File: src/rtl/draw_pkg.sv
// -----------------------------------------------------------------------------
// draw_pkg
// Shared types and default constants for the rectangle draw engine.
//   draw_state_t       : engine FSM state encoding (IDLE / DRAW / DONE)
//   DEFAULT_SCREEN_W   : default visible width in pixels
//   DEFAULT_SCREEN_H   : default visible height in pixels
//   DEFAULT_BG_COLOUR  : default colour written by an erase
// -----------------------------------------------------------------------------
package draw_pkg;

  typedef enum logic [1:0] {
    S_IDLE = 2'd0,
    S_DRAW = 2'd1,
    S_DONE = 2'd2
  } draw_state_t;

  localparam int DEFAULT_SCREEN_W  = 160;
  localparam int DEFAULT_SCREEN_H  = 120;
  localparam int DEFAULT_BG_COLOUR = 0;

endpackage

File: src/rtl/scan_counter_2d.sv
// -----------------------------------------------------------------------------
// scan_counter_2d
// Row-major 2-D offset counter used to walk the pixels of a rectangle.
// Ports:
//   clock    in   rising-edge clock
//   reset    in   synchronous active-high reset (offsets to zero)
//   clear    in   synchronous clear (offsets to zero)
//   step     in   advance to the next pixel
//   w, h     in   rectangle width / height (both nonzero while stepping)
//   col_nxt  out  column offset of the pixel after the current one
//   row_nxt  out  row offset of the pixel after the current one
//   last     out  current offsets address the final pixel (w-1, h-1)
// -----------------------------------------------------------------------------
module scan_counter_2d #(
  parameter int SZ_W = 5
) (
  input  logic            clock,
  input  logic            reset,
  input  logic            clear,
  input  logic            step,
  input  logic [SZ_W-1:0] w,
  input  logic [SZ_W-1:0] h,
  output logic [SZ_W-1:0] col_nxt,
  output logic [SZ_W-1:0] row_nxt,
  output logic            last
);

  logic [SZ_W-1:0] col;
  logic [SZ_W-1:0] row;
  logic            col_wrap;

  always_comb begin
    col_wrap = (col == w - SZ_W'(1));
    last     = col_wrap && (row == h - SZ_W'(1));
    col_nxt  = col_wrap ? '0 : col + SZ_W'(1);
    row_nxt  = col_wrap ? row + SZ_W'(1) : row;
  end

  // NOTE: sequential state uses non-blocking assignments so every register
  // samples pre-edge values, independent of block evaluation order.
  always_ff @(posedge clock) begin
    if (reset || clear) begin
      col <= '0;
      row <= '0;
    end else if (step) begin
      col <= col_nxt;
      row <= row_nxt;
    end
  end

endmodule

File: src/rtl/rect_draw_engine.sv
// -----------------------------------------------------------------------------
// rect_draw_engine
// Streams the pixels of a filled rectangle, one per clock, in row-major order.
// Optional build macro: RECT_DRAW_CLIP_EN -- suppress plot for pixels outside
// the SCREEN_W x SCREEN_H visible area (those pixels still take their cycle).
// Ports:
//   clock       in   rising-edge clock
//   reset       in   synchronous active-high reset, priority over start
//   start       in   draw request, sampled only in IDLE
//   x_in, y_in  in   top-left corner
//   w_in, h_in  in   width / height; either zero completes with no pixels
//   colour_in   in   fill colour
//   flash       in   fill with all-ones
//   erase       in   fill with BG_COLOUR (wins over flash)
//   x_out/y_out out  current pixel coordinate (registered)
//   colour_out  out  current pixel colour (registered)
//   plot        out  frame-buffer write strobe (registered)
//   busy        out  from the cycle after acceptance through DONE
//   done        out  one-cycle completion pulse
// -----------------------------------------------------------------------------
module rect_draw_engine
  import draw_pkg::*;
#(
  parameter int X_W       = 8,
  parameter int Y_W       = 7,
  parameter int COL_W     = 3,
  parameter int SZ_W      = 5,
  parameter int SCREEN_W  = DEFAULT_SCREEN_W,
  parameter int SCREEN_H  = DEFAULT_SCREEN_H,
  parameter int BG_COLOUR = DEFAULT_BG_COLOUR
) (
  input  logic             clock,
  input  logic             reset,
  input  logic             start,
  input  logic [X_W-1:0]   x_in,
  input  logic [Y_W-1:0]   y_in,
  input  logic [SZ_W-1:0]  w_in,
  input  logic [SZ_W-1:0]  h_in,
  input  logic [COL_W-1:0] colour_in,
  input  logic             flash,
  input  logic             erase,
  output logic [X_W-1:0]   x_out,
  output logic [Y_W-1:0]   y_out,
  output logic [COL_W-1:0] colour_out,
  output logic             plot,
  output logic             busy,
  output logic             done
);

  draw_state_t      state;
  logic [X_W-1:0]   x_lat;
  logic [Y_W-1:0]   y_lat;
  logic [SZ_W-1:0]  w_lat;
  logic [SZ_W-1:0]  h_lat;

  logic [SZ_W-1:0]  col_nxt;
  logic [SZ_W-1:0]  row_nxt;
  logic             last;

  logic             idle;
  logic             size_ok;
  logic [X_W-1:0]   base_x;
  logic [Y_W-1:0]   base_y;
  logic [SZ_W-1:0]  off_x;
  logic [SZ_W-1:0]  off_y;
  logic [X_W:0]     x_ext;
  logic [Y_W:0]     y_ext;
  logic             pix_plot;
  logic [COL_W-1:0] eff_colour;

  // The counter holds the offsets of the pixel currently on the outputs; it
  // sits at zero outside DRAW so the first pixel is simply the corner.
  scan_counter_2d #(.SZ_W(SZ_W)) u_scan (
    .clock   (clock),
    .reset   (reset),
    .clear   (state != S_DRAW),
    .step    ((state == S_DRAW) && !last),
    .w       (w_lat),
    .h       (h_lat),
    .col_nxt (col_nxt),
    .row_nxt (row_nxt),
    .last    (last)
  );

  // Coordinate of the pixel to be registered at the next edge: the corner on
  // acceptance (straight from the inputs), otherwise latched corner + offset.
  always_comb begin
    idle    = (state == S_IDLE);
    size_ok = (w_in != '0) && (h_in != '0);
    base_x  = idle ? x_in : x_lat;
    base_y  = idle ? y_in : y_lat;
    off_x   = idle ? '0 : col_nxt;
    off_y   = idle ? '0 : row_nxt;
    x_ext   = {1'b0, base_x} + (X_W+1)'(off_x);
    y_ext   = {1'b0, base_y} + (Y_W+1)'(off_y);
    if (erase)      eff_colour = COL_W'(BG_COLOUR);
    else if (flash) eff_colour = '1;
    else            eff_colour = colour_in;
  end

`ifdef RECT_DRAW_CLIP_EN
  localparam logic [X_W:0] X_LIMIT = (X_W+1)'(SCREEN_W);
  localparam logic [Y_W:0] Y_LIMIT = (Y_W+1)'(SCREEN_H);
  assign pix_plot = (x_ext < X_LIMIT) && (y_ext < Y_LIMIT);
`else
  // Unclipped build: carry bits and screen limits only matter for clipping.
  logic unused_clip;
  assign pix_plot    = 1'b1;
  assign unused_clip = ^{x_ext[X_W], y_ext[Y_W], SCREEN_W[0], SCREEN_H[0]};
`endif

  always_ff @(posedge clock) begin
    if (reset) begin
      state      <= S_IDLE;
      plot       <= 1'b0;
      busy       <= 1'b0;
      done       <= 1'b0;
      x_out      <= '0;
      y_out      <= '0;
      colour_out <= '0;
      x_lat      <= '0;
      y_lat      <= '0;
      w_lat      <= '0;
      h_lat      <= '0;
    end else begin
      case (state)
        S_IDLE: begin
          plot <= 1'b0;
          done <= 1'b0;
          busy <= 1'b0;
          if (start) begin
            busy <= 1'b1;
            if (size_ok) begin
              state      <= S_DRAW;
              x_lat      <= x_in;
              y_lat      <= y_in;
              w_lat      <= w_in;
              h_lat      <= h_in;
              colour_out <= eff_colour;
              x_out      <= x_ext[X_W-1:0];
              y_out      <= y_ext[Y_W-1:0];
              plot       <= pix_plot;
            end else begin
              state <= S_DONE;
              done  <= 1'b1;
            end
          end
        end
        S_DRAW: begin
          if (last) begin
            state <= S_DONE;
            plot  <= 1'b0;
            done  <= 1'b1;
          end else begin
            x_out <= x_ext[X_W-1:0];
            y_out <= y_ext[Y_W-1:0];
            plot  <= pix_plot;
          end
        end
        S_DONE: begin
          state <= S_IDLE;
          done  <= 1'b0;
          busy  <= 1'b0;
        end
        default: state <= S_IDLE;
      endcase
    end
  end

endmodule

File: config.mk
export PLATFORM = sky130hd
export DESIGN_NAME = rect_draw_engine
export DESIGN_NICKNAME = d
export VERILOG_FILES = /design/src/rtl/draw_pkg.sv /design/src/rtl/scan_counter_2d.sv /design/src/rtl/rect_draw_engine.sv
export SDC_FILE = /design/constraint.sdc
export NUM_CORES = 1
export LEC_CHECK = 0
export ABC_AREA = 1
export ABC_CLOCK_PERIOD_IN_PS = 3750
export CORE_UTILIZATION = 45
export CTS_CLUSTER_SIZE = 16
export DETAILED_ROUTE_END_ITERATION = 12
export PLACE_DENSITY = 0.74
export SYNTH_ARGS = -nofsm -noshare
export SYNTH_HDL_FRONTEND = slang
export SYNTH_HIERARCHICAL = 1
export SYNTH_SLANG_ARGS = --single-unit
File: constraint.sdc
create_clock -name clock -period 3.75 [get_ports clock]
set_clock_uncertainty 0.2 [all_clocks]
set_input_delay 0.75 -clock clock [delete_from_list [all_inputs] [get_ports clock]]
set_output_delay 0.75 -clock clock [all_outputs]
set_load 0.01 [all_outputs]
==> out/metrics.csv <==
stage;metric;value;unit
floorplan;DIE HEIGHT;91.7;um
yosys;synthesized instance count;549;
detailed_routing;post-route ant nets;0;
min_path;hold depth;2;
sta;Final Cycle Share;87.7;%
global_routing;largest net degree at the start of global routing;42;
sta;relative slew slack;34.8;%
cells_and_area;fraction of layout cells with a size suffix above 1;8.29;%
yosys;synthesized cell area;0.00362;mm2
critical_path;reg-to-reg startpoint;w_lat[0];
clock_network;root buffer cell;clkbuf_8;
sta;Max Fclk;304;MHz
sta;Final WS setup;0.459;ns
power_and_ir_drop;IR Drop Worst-Case VDD;263;uV
cells_and_area;antenna diode count;0;
clock_network;CTS sink count;58;
critical_path;CP Class;flip-flop to flip-flop;
clock_network;latest clock arrival within the worst-skew pair;0.35;ns
critical_path;CP delay by family, top;simple AND/OR/NAND/NOR gates;
sta;unrepaired setup endpoints after global routing;false;
yosys;register area share after synthesis;32.1;%
run;max_cap viols;0;
yosys;number of synthesis warnings;6;
global_routing;first-pass GRT wire length;14.5;mm
floorplan;Die Width;91.7;um
critical_path;Buffers & Inverters on Critical Path;7;
sta;Setup violations, final;0;
critical_path;crit path max fanout;11;
critical_path;Startpoint Class;flip-flop;
yosys;mux share of post-synthesis cell area;0;%
clock_network;# hold bufs at CTS;0;
global_routing;Total GRT Usage;21.8;%
detailed_routing;Vias/cell;4.83;
detailed_routing;# DRC;0;
global_routing;grt total ovfl;0;
clock_network;CTS buffer count;9;
placed_design;Final HPWL DP;6.10;mm
critical_path;Worst Path Required;3.80;ns
yosys;Syn Area/Cell;6.59;um2
cells_and_area;commonest non-fill, non-tap cell in the layout;nand2_1;
critical_path;slowest cell delay on critical path;0.46;ns
detailed_routing;routed len/inst;12.0;um
critical_path;Critical-path top delay cell;fa_1;
critical_path;CP startpoint;w_lat[0];
yosys;post-synthesis compound-gate area fraction;13.8;%
yosys;Netlist cell types;35;
clock_network;Worst-path clk slew;0.07;ns
critical_path;critical path depth;26;
yosys;post-synthesis adder-cell area fraction;7.33;%
yosys;FF+latch count, synth;58;
critical_path;worst r2r dst;x_out[6];
power_and_ir_drop;cell area power density;455;mW/mm2
power_and_ir_drop;total power draw;0.00201;W
placed_design;Setup Slack @ Placement;0.484;ns
clock_network;Post-CTS Setup Bufs;0;
floorplan;Core Box Area;0.00777;mm2
placed_design;IO Port Bufs;53;
cells_and_area;commonest cells after routing, fill and taps aside;nand2_1, inv_1, dfxtp_1, clkdlybuf4s50_1, nor2_1;
floorplan;Rows;32;
sta;Tmin final;3.29;ns
yosys;syn_nets;602;
cells_and_area;nets;651;
clock_network;CTS tree;built;
cells_and_area;area grow syn2layout;21.8;%
critical_path;crit path capture;x_out[6];
yosys;Post-Synth Simple-Gate Area;30.7;%
critical_path;CP Capture Type;flip-flop;
sta;Final Hold Vio Count;0;
critical_path;most frequent CP cell;nand2_1;
critical_path;Worst Path Arrival;3.34;ns
critical_path;flop2flop setup slack;0.46;ns
min_path;Min-Delay Path Class;flip-flop to flip-flop;
critical_path;worst reg2reg path depth;26;
yosys;Synth Area in XOR/XNOR;3.87;%
power_and_ir_drop;Leak;2.08;nW
sta;TNS Setup;0;ns
global_routing;initial antenna violation count;0;
clock_network;CTS max path bufs;2;
status;status;complete, no violations;
detailed_routing;Detailed Route WL;8.48;mm
sta;pins over their slew limit;0;
detailed_routing;first-pass iteration count of the detailed router;5;
detailed_routing;routed via count;3403;
yosys;largest family of logic cells by synthesized area;simple AND/OR/NAND/NOR gates;
clock_network;Resized cells post-CTS;0;
detailed_routing;initial drt markers;192;
global_routing;vias in the first global route;3350;
floorplan;Starting Density;46.6;%
floorplan;num ports;54;
clock_network;CTS H-tree depth;3;
placed_design;GPL Wtd Cong;0.855;
sta;Slew @ Worst Pin;0.978;ns
floorplan;die area;0.00840;mm2
-- area by class of cell --
class | instances | area (um2)
Sequential cell | 58 | 1160
Multi-Input combinational cell | 383 | 2020
Fill cell | 756 | 3360
Inverter | 91 | 342
Clock inverter | 5 | 52.6
Clock buffer | 11 | 151
Timing Repair Buffer | 55 | 558
Tap cell | 102 | 128
-- routing by layer --
metal / global-route usage (%) / vias to the layer above / wire length, um
met5: 0 / - / 0
met4: 7.80 / 0 / 161
met3: 5.39 / 16 / 436
met2: 38.3 / 73 / 4130
met1: 25.5 / 1511 / 3750
li1: - / 1803 / -
-- how the worst min path moves through the flow --
| stage | end | from |
|---|---|---|
| finish | x_lat[1] | x_lat[1] |
| global route | y_lat[2] | y_lat[2] |
| CTS | y_lat[0] | y_lat[0] |
| detailed placement | y_lat[0] | y_lat[0] |
| global placement | y_lat[0] | y_lat[0] |
| floorplan | y_lat[0] | y_lat[0] |
-- where the power goes --
part	internal, W	switching (W)
Combinational	0.000280	0.000385
Sequential	0.000698	0.0000438
Clock	0.000339	0.000261
Total	0.00132	0.000689
-- stage by stage --
stage / hold slack (ns) / instance area, um2 / cells / utilization [%]
5_1_grt: 0.268 / 4410 / 705 / 56.7
4_1_cts: 0.251 / 4410 / 705 / 56.7
3_5_place_dp: 0.243 / 4200 / 689 / 54.1
3_3_place_gp: 0.233 / 4200 / 689 / 54.1
2_1_floorplan: 0.224 / 3620 / 549 / -
6_report: 0.253 / 4410 / 705 / 56.7
-- kinds of logic (layout without fill, tap and decap cells) --
family	Yosys count	in the layout
compound gates	94	94
xor+xnor	16	16
fa+ha+maj	20	20
buf+inv	108	162
flops	58	58
simple gates	253	253
-- worst register-to-register path: stages, from the launching register on --
cell and delay, ns:
dfxtp_1 0.38, inv_2 0.06, ha_1 0.31, inv_1 0.06
nand2_1 0.05, nand2_1 0.05, nor2_1 0.04, nand2_1 0.09
nor2_4 0.06, nand2_2 0.21, nand2_1 0.12, inv_1 0.07
inv_1 0.03, nor2_1 0.09, ha_1 0.17, inv_1 0.07
fa_1 0.46, inv_1 0.07, nand2_1 0.05, nand2_1 0.08
nand3_1 0.09, nand2_1 0.09, nand2_1 0.05, nand2_1 0.05
nand3_1 0.06, nand2_1 0.10, inv_1 0.04
-- flip-flops by register name, summed over array words and instances (netlist names), 3 cells and up --
register,flops
x_lat,8
x_out,8
y_lat,7
y_out,7
h_lat,5
u_scan/col,5
u_scan/row,5
w_lat,5
colour_out,3
-- synthesized netlist by cell type, drive strengths merged --
cell,n,area share (%)
ha,18,6.2
xor2,10,2.4
a21o,1,0.21
o21ai,39,5.4
buf,9,1.8
o21bai,1,0.21
nor2,54,6.4
nand3,29,4.3
clkbuf,8,0.97
or2,2,0.35
inv,91,9.4
nand2,160,18
xnor2,6,1.5
nor3b,1,0.21
a21oi,50,7.4
nand3b,4,1.2
a31oi,2,0.35
dfxtp,58,32
fa,2,1.1
nor3,3,0.55
o21a,1,0.21
No activity file was read; power rests on OpenSTA's default activity.
